===== src/rtl/memory_store_align_if.sv =====
// -----------------------------------------------------------------------------
// memory_store_align_if
// Bundles the store-request side (from the LSU) and the write-beat side (to the
// data-bus write channel) of memory_store_align.
//   slave  modport : view taken by memory_store_align itself
//   master modport : view taken by the surrounding LSU / bus environment
// Signals:
//   req_valid/req_ready/req_addr/req_data/is_byte/is_half/is_word/is_double
//   wr_valid/wr_ready/wr_addr/wr_data/wr_strb/wr_last
//   done (final beat accepted pulse), err (rejected request pulse)
// -----------------------------------------------------------------------------
interface memory_store_align_if #(
    parameter int DATA_WIDTH = 64,
    parameter int ADDR_WIDTH = 64,
    parameter int STRB_WIDTH = DATA_WIDTH / 8
);
    logic                  req_valid;
    logic                  req_ready;
    logic [ADDR_WIDTH-1:0] req_addr;
    logic [DATA_WIDTH-1:0] req_data;
    logic                  is_byte;
    logic                  is_half;
    logic                  is_word;
    logic                  is_double;
    logic                  wr_valid;
    logic                  wr_ready;
    logic [ADDR_WIDTH-1:0] wr_addr;
    logic [DATA_WIDTH-1:0] wr_data;
    logic [STRB_WIDTH-1:0] wr_strb;
    logic                  wr_last;
    logic                  done;
    logic                  err;

    modport slave (
        input  req_valid, req_addr, req_data, is_byte, is_half, is_word, is_double, wr_ready,
        output req_ready, wr_valid, wr_addr, wr_data, wr_strb, wr_last, done, err
    );

    modport master (
        output req_valid, req_addr, req_data, is_byte, is_half, is_word, is_double, wr_ready,
        input  req_ready, wr_valid, wr_addr, wr_data, wr_strb, wr_last, done, err
    );
endinterface


===== src/rtl/memory_store_align.sv =====
// -----------------------------------------------------------------------------
// memory_store_align
// Store-side lane aligner: accepts one store (addr, right-justified data,
// one-hot size) when idle, shifts the data to its byte lanes, builds byte
// strobes and presents it as one (or, for a lane-crossing store, two) write
// beats on a valid/ready port. One store in flight; all outputs registered.
// Ports:
//   clk    : clock
//   rst_n  : synchronous active-low reset
//   bus    : memory_store_align_if.slave (request side + write-beat side)
// Configuration macro:
//   STORE_SPLIT_EN : when defined, stores crossing a bus-word boundary are
//                    issued as two beats; when undefined they are rejected
//                    with an err pulse and the second-beat state is not built.
// -----------------------------------------------------------------------------
module memory_store_align #(
    parameter int DATA_WIDTH = 64,
    parameter int ADDR_WIDTH = 64,
    parameter int STRB_WIDTH = DATA_WIDTH / 8,
    parameter int OFF_WIDTH  = $clog2(STRB_WIDTH)
) (
    input logic                clk,
    input logic                rst_n,
    memory_store_align_if.slave bus
);

    generate
        if (DATA_WIDTH != 32 && DATA_WIDTH != 64) begin : g_bad_width
            $error("memory_store_align: DATA_WIDTH must be 32 or 64");
        end
    endgenerate

`ifdef STORE_SPLIT_EN
    typedef enum logic [1:0] {ST_IDLE = 2'd0, ST_SEND0 = 2'd1, ST_SEND1 = 2'd2} state_t;
`else
    typedef enum logic [1:0] {ST_IDLE = 2'd0, ST_SEND0 = 2'd1} state_t;
`endif

    // Expand a byte-strobe vector into a per-bit data mask.
    function automatic logic [DATA_WIDTH-1:0] strb_to_bits(input logic [STRB_WIDTH-1:0] strb);
        logic [DATA_WIDTH-1:0] bits;
        bits = '0;
        for (int i = 0; i < STRB_WIDTH; i++) begin
            bits[8*i +: 8] = {8{strb[i]}};
        end
        return bits;
    endfunction

    state_t                    state_r;
    state_t                    state_next_s;
    logic                      is_double_s;
    logic [STRB_WIDTH-1:0]     size_mask_s;
    logic                      size_legal_s;
    logic [OFF_WIDTH-1:0]      off_s;
    logic [2*STRB_WIDTH-1:0]   mask2_s;
    logic                      cross_s;
    logic                      legal_s;
    logic [DATA_WIDTH-1:0]     lo_data_s;
    logic [ADDR_WIDTH-1:0]     base_addr_s;

    logic                      ready_r;
    logic                      wr_valid_r;
    logic [ADDR_WIDTH-1:0]     wr_addr_r;
    logic [DATA_WIDTH-1:0]     wr_data_r;
    logic [STRB_WIDTH-1:0]     wr_strb_r;
    logic                      wr_last_r;
    logic                      done_r;
    logic                      err_r;

`ifdef STORE_SPLIT_EN
    logic [2*DATA_WIDTH-1:0]   wide_s;
    logic [DATA_WIDTH-1:0]     hi_data_s;
    logic [DATA_WIDTH-1:0]     hi_data_r;
    logic [STRB_WIDTH-1:0]     hi_strb_r;
`endif

    // A double-word size only exists on a 64-bit bus.
    assign is_double_s = (DATA_WIDTH == 64) & bus.is_double;
    assign off_s       = bus.req_addr[OFF_WIDTH-1:0];
    assign base_addr_s = bus.req_addr & {{(ADDR_WIDTH-OFF_WIDTH){1'b1}}, {OFF_WIDTH{1'b0}}};

    // Size decode: exactly one size bit must be set.
    always_comb begin
        size_mask_s  = '0;
        size_legal_s = 1'b0;
        case ({is_double_s, bus.is_word, bus.is_half, bus.is_byte})
            4'b0001: begin size_mask_s = STRB_WIDTH'(8'h01); size_legal_s = 1'b1; end
            4'b0010: begin size_mask_s = STRB_WIDTH'(8'h03); size_legal_s = 1'b1; end
            4'b0100: begin size_mask_s = STRB_WIDTH'(8'h0F); size_legal_s = 1'b1; end
            4'b1000: begin size_mask_s = STRB_WIDTH'(8'hFF); size_legal_s = 1'b1; end
            default: begin size_mask_s = '0;                 size_legal_s = 1'b0; end
        endcase
    end

    // Strobes are computed over two bus words so that bytes spilling past the
    // word boundary land in the upper half and flag a crossing store.
    assign mask2_s   = {{STRB_WIDTH{1'b0}}, size_mask_s} << off_s;
    assign cross_s   = |mask2_s[2*STRB_WIDTH-1:STRB_WIDTH];
    assign lo_data_s = (bus.req_data << {off_s, 3'b000}) & strb_to_bits(mask2_s[STRB_WIDTH-1:0]);

`ifdef STORE_SPLIT_EN
    assign wide_s    = {{DATA_WIDTH{1'b0}}, bus.req_data} << {off_s, 3'b000};
    assign hi_data_s = wide_s[2*DATA_WIDTH-1:DATA_WIDTH] & strb_to_bits(mask2_s[2*STRB_WIDTH-1:STRB_WIDTH]);
    assign legal_s   = size_legal_s;
`else
    assign legal_s   = size_legal_s & ~cross_s;
`endif

    // State register.
    always_ff @(posedge clk) begin
        if (!rst_n) begin
            state_r <= ST_IDLE;
        end else begin
            state_r <= state_next_s;
        end
    end

    // Next-state logic; wr_last_r low in SEND0 means a second beat follows.
    always_comb begin
        state_next_s = state_r;
        case (state_r)
            ST_IDLE: begin
                if (bus.req_valid && legal_s) state_next_s = ST_SEND0;
                else                          state_next_s = ST_IDLE;
            end
            ST_SEND0: begin
                if (bus.wr_ready) begin
`ifdef STORE_SPLIT_EN
                    if (!wr_last_r) state_next_s = ST_SEND1;
                    else            state_next_s = ST_IDLE;
`else
                    state_next_s = ST_IDLE;
`endif
                end else begin
                    state_next_s = ST_SEND0;
                end
            end
`ifdef STORE_SPLIT_EN
            ST_SEND1: begin
                if (bus.wr_ready) state_next_s = ST_IDLE;
                else              state_next_s = ST_SEND1;
            end
`endif
            default: state_next_s = ST_IDLE;
        endcase
    end

    // Output/payload registers: load beat0 at accept, beat1 after beat0 is taken.
    always_ff @(posedge clk) begin
        if (!rst_n) begin
            ready_r    <= 1'b1;
            wr_valid_r <= 1'b0;
            wr_addr_r  <= '0;
            wr_data_r  <= '0;
            wr_strb_r  <= '0;
            wr_last_r  <= 1'b0;
            done_r     <= 1'b0;
            err_r      <= 1'b0;
`ifdef STORE_SPLIT_EN
            hi_data_r  <= '0;
            hi_strb_r  <= '0;
`endif
        end else begin
            done_r  <= 1'b0;
            err_r   <= 1'b0;
            ready_r <= (state_next_s == ST_IDLE);
            case (state_r)
                ST_IDLE: begin
                    if (bus.req_valid) begin
                        if (legal_s) begin
                            wr_valid_r <= 1'b1;
                            wr_addr_r  <= base_addr_s;
                            wr_data_r  <= lo_data_s;
                            wr_strb_r  <= mask2_s[STRB_WIDTH-1:0];
                            wr_last_r  <= ~cross_s;
`ifdef STORE_SPLIT_EN
                            hi_data_r  <= hi_data_s;
                            hi_strb_r  <= mask2_s[2*STRB_WIDTH-1:STRB_WIDTH];
`endif
                        end else begin
                            err_r <= 1'b1;
                        end
                    end
                end
                ST_SEND0: begin
                    if (bus.wr_ready) begin
`ifdef STORE_SPLIT_EN
                        if (!wr_last_r) begin
                            wr_addr_r <= wr_addr_r + ADDR_WIDTH'(STRB_WIDTH);
                            wr_data_r <= hi_data_r;
                            wr_strb_r <= hi_strb_r;
                            wr_last_r <= 1'b1;
                        end else begin
                            wr_valid_r <= 1'b0;
                            done_r     <= 1'b1;
                        end
`else
                        wr_valid_r <= 1'b0;
                        done_r     <= 1'b1;
`endif
                    end
                end
`ifdef STORE_SPLIT_EN
                ST_SEND1: begin
                    if (bus.wr_ready) begin
                        wr_valid_r <= 1'b0;
                        done_r     <= 1'b1;
                    end
                end
`endif
                default: begin
                    wr_valid_r <= 1'b0;
                end
            endcase
        end
    end

    assign bus.req_ready = ready_r;
    assign bus.wr_valid  = wr_valid_r;
    assign bus.wr_addr   = wr_addr_r;
    assign bus.wr_data   = wr_data_r;
    assign bus.wr_strb   = wr_strb_r;
    assign bus.wr_last   = wr_last_r;
    assign bus.done      = done_r;
    assign bus.err       = err_r;

endmodule


===== src/flat_wrapper.sv =====
// flat-port wrapper written by rule: the top's interface ports become plain ports
module memory_store_align_flat 
#(
    parameter int DATA_WIDTH = 64,
    parameter int ADDR_WIDTH = 64,
    parameter int STRB_WIDTH = DATA_WIDTH / 8,
    parameter int OFF_WIDTH  = $clog2(STRB_WIDTH)
)
  (clk, rst_n, bus_req_valid, bus_req_addr, bus_req_data, bus_is_byte, bus_is_half, bus_is_word, bus_is_double, bus_wr_ready, bus_req_ready, bus_wr_valid, bus_wr_addr, bus_wr_data, bus_wr_strb, bus_wr_last, bus_done, bus_err);
  memory_store_align_if #(.DATA_WIDTH(DATA_WIDTH), .ADDR_WIDTH(ADDR_WIDTH), .STRB_WIDTH(STRB_WIDTH)) bus_i ();
  input logic clk;
  input logic rst_n;
  input wire logic [$bits(bus_i.req_valid)-1:0] bus_req_valid;
  input wire logic [$bits(bus_i.req_addr)-1:0] bus_req_addr;
  input wire logic [$bits(bus_i.req_data)-1:0] bus_req_data;
  input wire logic [$bits(bus_i.is_byte)-1:0] bus_is_byte;
  input wire logic [$bits(bus_i.is_half)-1:0] bus_is_half;
  input wire logic [$bits(bus_i.is_word)-1:0] bus_is_word;
  input wire logic [$bits(bus_i.is_double)-1:0] bus_is_double;
  input wire logic [$bits(bus_i.wr_ready)-1:0] bus_wr_ready;
  output wire logic [$bits(bus_i.req_ready)-1:0] bus_req_ready;
  output wire logic [$bits(bus_i.wr_valid)-1:0] bus_wr_valid;
  output wire logic [$bits(bus_i.wr_addr)-1:0] bus_wr_addr;
  output wire logic [$bits(bus_i.wr_data)-1:0] bus_wr_data;
  output wire logic [$bits(bus_i.wr_strb)-1:0] bus_wr_strb;
  output wire logic [$bits(bus_i.wr_last)-1:0] bus_wr_last;
  output wire logic [$bits(bus_i.done)-1:0] bus_done;
  output wire logic [$bits(bus_i.err)-1:0] bus_err;
  assign bus_i.req_valid = bus_req_valid;
  assign bus_i.req_addr = bus_req_addr;
  assign bus_i.req_data = bus_req_data;
  assign bus_i.is_byte = bus_is_byte;
  assign bus_i.is_half = bus_is_half;
  assign bus_i.is_word = bus_is_word;
  assign bus_i.is_double = bus_is_double;
  assign bus_i.wr_ready = bus_wr_ready;
  assign bus_req_ready = bus_i.req_ready;
  assign bus_wr_valid = bus_i.wr_valid;
  assign bus_wr_addr = bus_i.wr_addr;
  assign bus_wr_data = bus_i.wr_data;
  assign bus_wr_strb = bus_i.wr_strb;
  assign bus_wr_last = bus_i.wr_last;
  assign bus_done = bus_i.done;
  assign bus_err = bus_i.err;
  memory_store_align #(.DATA_WIDTH(DATA_WIDTH), .ADDR_WIDTH(ADDR_WIDTH), .STRB_WIDTH(STRB_WIDTH), .OFF_WIDTH(OFF_WIDTH)) u_core (.clk(clk), .rst_n(rst_n), .bus(bus_i));
endmodule

===== config.mk =====
export PLATFORM = sky130hd
export DESIGN_NAME = memory_store_align_flat
export DESIGN_NICKNAME = d
export VERILOG_FILES = /design/src/rtl/memory_store_align_if.sv /design/src/rtl/memory_store_align.sv /design/src/flat_wrapper.sv
export SDC_FILE = /design/constraint.sdc
export NUM_CORES = 1
export LEC_CHECK = 0
export BUFFER_PORTS_ARGS = -buffer_cell sky130_fd_sc_hd__buf_2
export CAP_MARGIN = 20
export CORE_MARGIN = 2
export CORE_UTILIZATION = 30
export CTS_CLUSTER_DIAMETER = 200
export DETAILED_ROUTE_END_ITERATION = 10
export PLACE_DENSITY_LB_ADDON = 0.12
export SYNTH_ARGS = -nofsm -noshare
export SYNTH_HDL_FRONTEND = slang
export SYNTH_SLANG_ARGS = --single-unit

===== constraint.sdc =====
create_clock -name clk -period 2.1 [get_ports clk]
set_input_delay 0.42 -clock clk [delete_from_list [all_inputs] [get_ports clk]]
set_output_delay 0.42 -clock clk [all_outputs]
set_load 0.01 [all_outputs]

==> impl_results.md <==
* Post-CTS Resized at 0
* IO Port Bufs at 273
* CP Capture Type: flip-flop
* Reg2reg end: u_core.bus.wr_data[20]$_SDFFE_PN0P_
* Hold Fails Final Rpt at 0
* RSZ-0062 raised after global routing: no
* CP arrival at 2.23 ns
* Top Usage Layer GRT: met2
* Synth warnings at 0
* Post-DP HPWL at 17.9 mm
* Slew HR at 0.426
* Slew @ Worst Pin at 0.861 ns
* Storage element area at 2780 sq um
* Skew-Pair Late Insertion Delay at 0.43 ns
* R2R Path Start: u_core.state_r[0]$_SDFF_PN0_
* Hold WS at between 0.2 and 0.25 ns
* Max-cap viol count at 0
* Post-Route WL at 23.9 mm
* # fillers at about 2500
* Sequential area share after synthesis at 0.393
* Post-synth top flop: dfxtp_1
* Max stage delay on crit path at around 0.56 ns
* Cell Area, Synth at 7080 sq um
* Nets at 1226
* Met2 Use GR at 0.316
* Maximum number of pins on one net before global-route repair at 95
* Async SR Flop Fraction at 0
* Worst R2R Path Depth at 5
* H-tree depth at 4
* Synth Register Bits at 139
* Gp weighted congestion at 0.829
* Max Freq at 530 MHz
* Post-CTS setup buffer count at 0
* Area grow syn2layout at 34.7%
* Core area at 23300 sq um
* GRT Total Usage at 0.186
* Overall power at 6.77 mW
* Critical path cell sequence: buf_2 > or4b_1 > o311a_1 > a2111oi_4 > buf_4 > buf_12 > mux2i_1
* Die Wd at approximately 160 microns
* Hold Crit Class: in2reg
* ANT nets after route at 0
* Die Ht at approximately 160 microns
* Most common cell after layout, fill and taps aside: buf_2
* CP bufs+invs at 3
* Site Rows at 56
* GR Layer Usage met1 at 0.231
* Clock root cell: clkbuf_16
* Syn Inst Count at 810
* Total grt overflow at 0
* Period Utilization, post-route at 0.898
* Top-level port count at 277
* Vias in the first global route at 6302
* Cts bufs inserted at 17
* Worst vdd ir at 456 uV
* R2R setup slack at 0.51 ns
* Slew Viols, Final at 0
* Final period demand of the worst path at 1.89 ns
* Initial Utilization at 0.304
* Layout cells sized above 1 at 0.364
* Leak at 4.37 nW
* Critical path startpoint category: input port
* Critical Path Slowest Stage Cell: or4b_1
* Worst-path clk slew at 0.07 ns
* Syn avg cell area at 8.74 sq um
* CP startpoint: bus_is_word
* Critical path depth at 7
* Vias/cell at around 4.7
* Wirelength per Cell at 16.8 microns
* Top delay family on crit path: simple AND/OR/NAND/NOR gates
* Initial antenna violation count at 3
* Final Skew at 0.0126 ns
* Via Count at 6678
* M3 GR Usage at 0.0537
* Most frequent cells in the layout: buf_2, nand2_1, dfxtp_1, mux2i_1, o22ai_1
* Die Area at 24900 sq um
* Starting DRT DRC Count at 388
* Post-synth cell types at 51
* CTS sink count at 139
* Post-route DRC at 0
* First-pass GRT wire length at 35.1 mm
* Multi-input logic area at 3810 sq um
* CTS tree: built
* Critical Path RT at 2.45 ns
* Worst Setup EP: u_core.bus.wr_addr[23]$_SDFFE_PN0P_
* Longest Clk Path Bufs at 2
* Crit path max fanout at 25
* First-pass DRT Iterations at 5
* Post-CTS Hold Buffers at 0
* Final setup viols at 0
* Number of synthesized flops with an enable pin at 0
* Pwr per Cell Area at 710 nW/um^2
* Crit Path Class: in2reg
* Outcome: finished clean
synth_stat cells (2+ instances only):
cell type  instances  area share
mux2_2            31       0.049
xor2_1             2      0.0025
nor2_1            12      0.0064
o311a_1            2      0.0028
clkbuf_1          39       0.021
nand3b_1           2      0.0021
nand2_1          246        0.13
o21ai_1           17       0.012
o211a_1            6      0.0085
mux2i_1          120        0.17
o22ai_1           63       0.056
buf_6              7       0.011
a32oi_1            5      0.0062
nand2b_1           7      0.0062
o211ai_1           9      0.0095
a31oi_1            5      0.0044
nor2b_1            6      0.0053
a21o_1             3      0.0032
inv_1              4      0.0021
o21a_1            10       0.011
dfxtp_1          139        0.39
buf_1              4      0.0021
nor3b_1            2      0.0021
xnor2_1            2      0.0025
a21oi_1            6      0.0042
buf_2             10      0.0071
nor4_1             2      0.0018
buf_4              4      0.0042
nand3_1            4      0.0028
o21ai_0            9      0.0064
o31ai_1            2      0.0021
buf_12             7       0.020
or4b_1             2      0.0028
and3_1             4      0.0035
cell type report:
cell class	count	area share
tap	319	0.0418
clock inverter	14	0.0152
antenna	2	0.000525
sequential	139	0.292
inverter	5	0.00197
multi-input combinational	596	0.400
clock buffer	18	0.0460
timing repair buffer	331	0.203
worst min-delay path, delay by kind of cell:
family,cells,cell delay [ns]
buffers and inverters,1,0.09
AND/OR/NAND/NOR,1,0.04
multiplexers,1,0.05
how the worst min path moves through the flow:
stage,from,end,slack (ns),depth (start not counted)
CTS,bus_req_addr[38],u_core.bus.wr_addr[38]$_SDFFE_PN0P_,0.22,3
detailed placement,u_core.bus.wr_data[7]$_SDFFE_PN0P_,u_core.bus.wr_data[7]$_SDFFE_PN0P_,0.44,2
floorplan,u_core.bus.wr_data[0]$_SDFFE_PN0P_,u_core.bus.wr_data[0]$_SDFFE_PN0P_,0.47,2
finish,bus_req_addr[47],u_core.bus.wr_addr[47]$_SDFFE_PN0P_,0.23,3
global route,bus_req_addr[57],u_core.bus.wr_addr[57]$_SDFFE_PN0P_,0.22,3
global placement,u_core.bus.wr_data[6]$_SDFFE_PN0P_,u_core.bus.wr_data[6]$_SDFFE_PN0P_,0.43,2
flip-flops by register name (all words and copies together), names as in the netlist:
signal / flops
u_core.bus.wr_data: 64
u_core.bus.wr_addr: 61
u_core.bus.wr_strb: 8
u_core.bus.done: 1
u_core.bus.err: 1
u_core.bus.req_ready: 1
u_core.bus.wr_last: 1
u_core.bus.wr_valid: 1
u_core.state_r: 1
kinds of logic (layout without fill, tap and decap cells):
| group | after synthesis | after routing | share of synthesized area |
|---|---|---|---|
| other | 1 | 5 | 0.000530 |
| multiplexers | 151 | 151 | 0.219 |
| flip-flops | 139 | 139 | 0.393 |
| XOR/XNOR | 4 | 4 | 0.00495 |
| AND/OR/NAND/NOR | 295 | 295 | 0.176 |
| AO/OA/AOI/OAI | 143 | 143 | 0.137 |
| buffers and inverters | 77 | 368 | 0.0698 |
metal layers:
metal	part of all wire	wire length, microns
met5	0.00029	7
met4	0.0093	223
met3	0.067	1590
met2	0.48	11500
met1	0.44	10600
per-stage QoR:
| stage | util | std cells | instance area (sq um) | setup WS, ns | setup TNS [ns] |
|---|---|---|---|---|---|
| 2_1_floorplan | - | 812 | 7110 | -0.0277 | -1.80 |
| 3_3_place_gp | 0.384 | 1390 | 8950 | -0.192 | -20.41 |
| 3_5_place_dp | 0.384 | 1390 | 8950 | -0.224 | -22.17 |
| 4_1_cts | 0.409 | 1422 | 9530 | 0.205 | 0 |
| 5_1_grt | 0.409 | 1423 | 9540 | 0.0800 | 0 |
| 6_report | 0.409 | 1424 | 9540 | 0.214 | 0 |
where the power goes:
part           switching, mW  total, mW  leakage (nW)  internal (mW)
registers             0.0299       2.73          1.12           2.70
clock network           1.39       3.01         0.290           1.62
logic                  0.565       1.04          2.96          0.470
total                   1.98       6.77          4.37           4.79
Note: power is estimated with default switching activity, not from simulation.
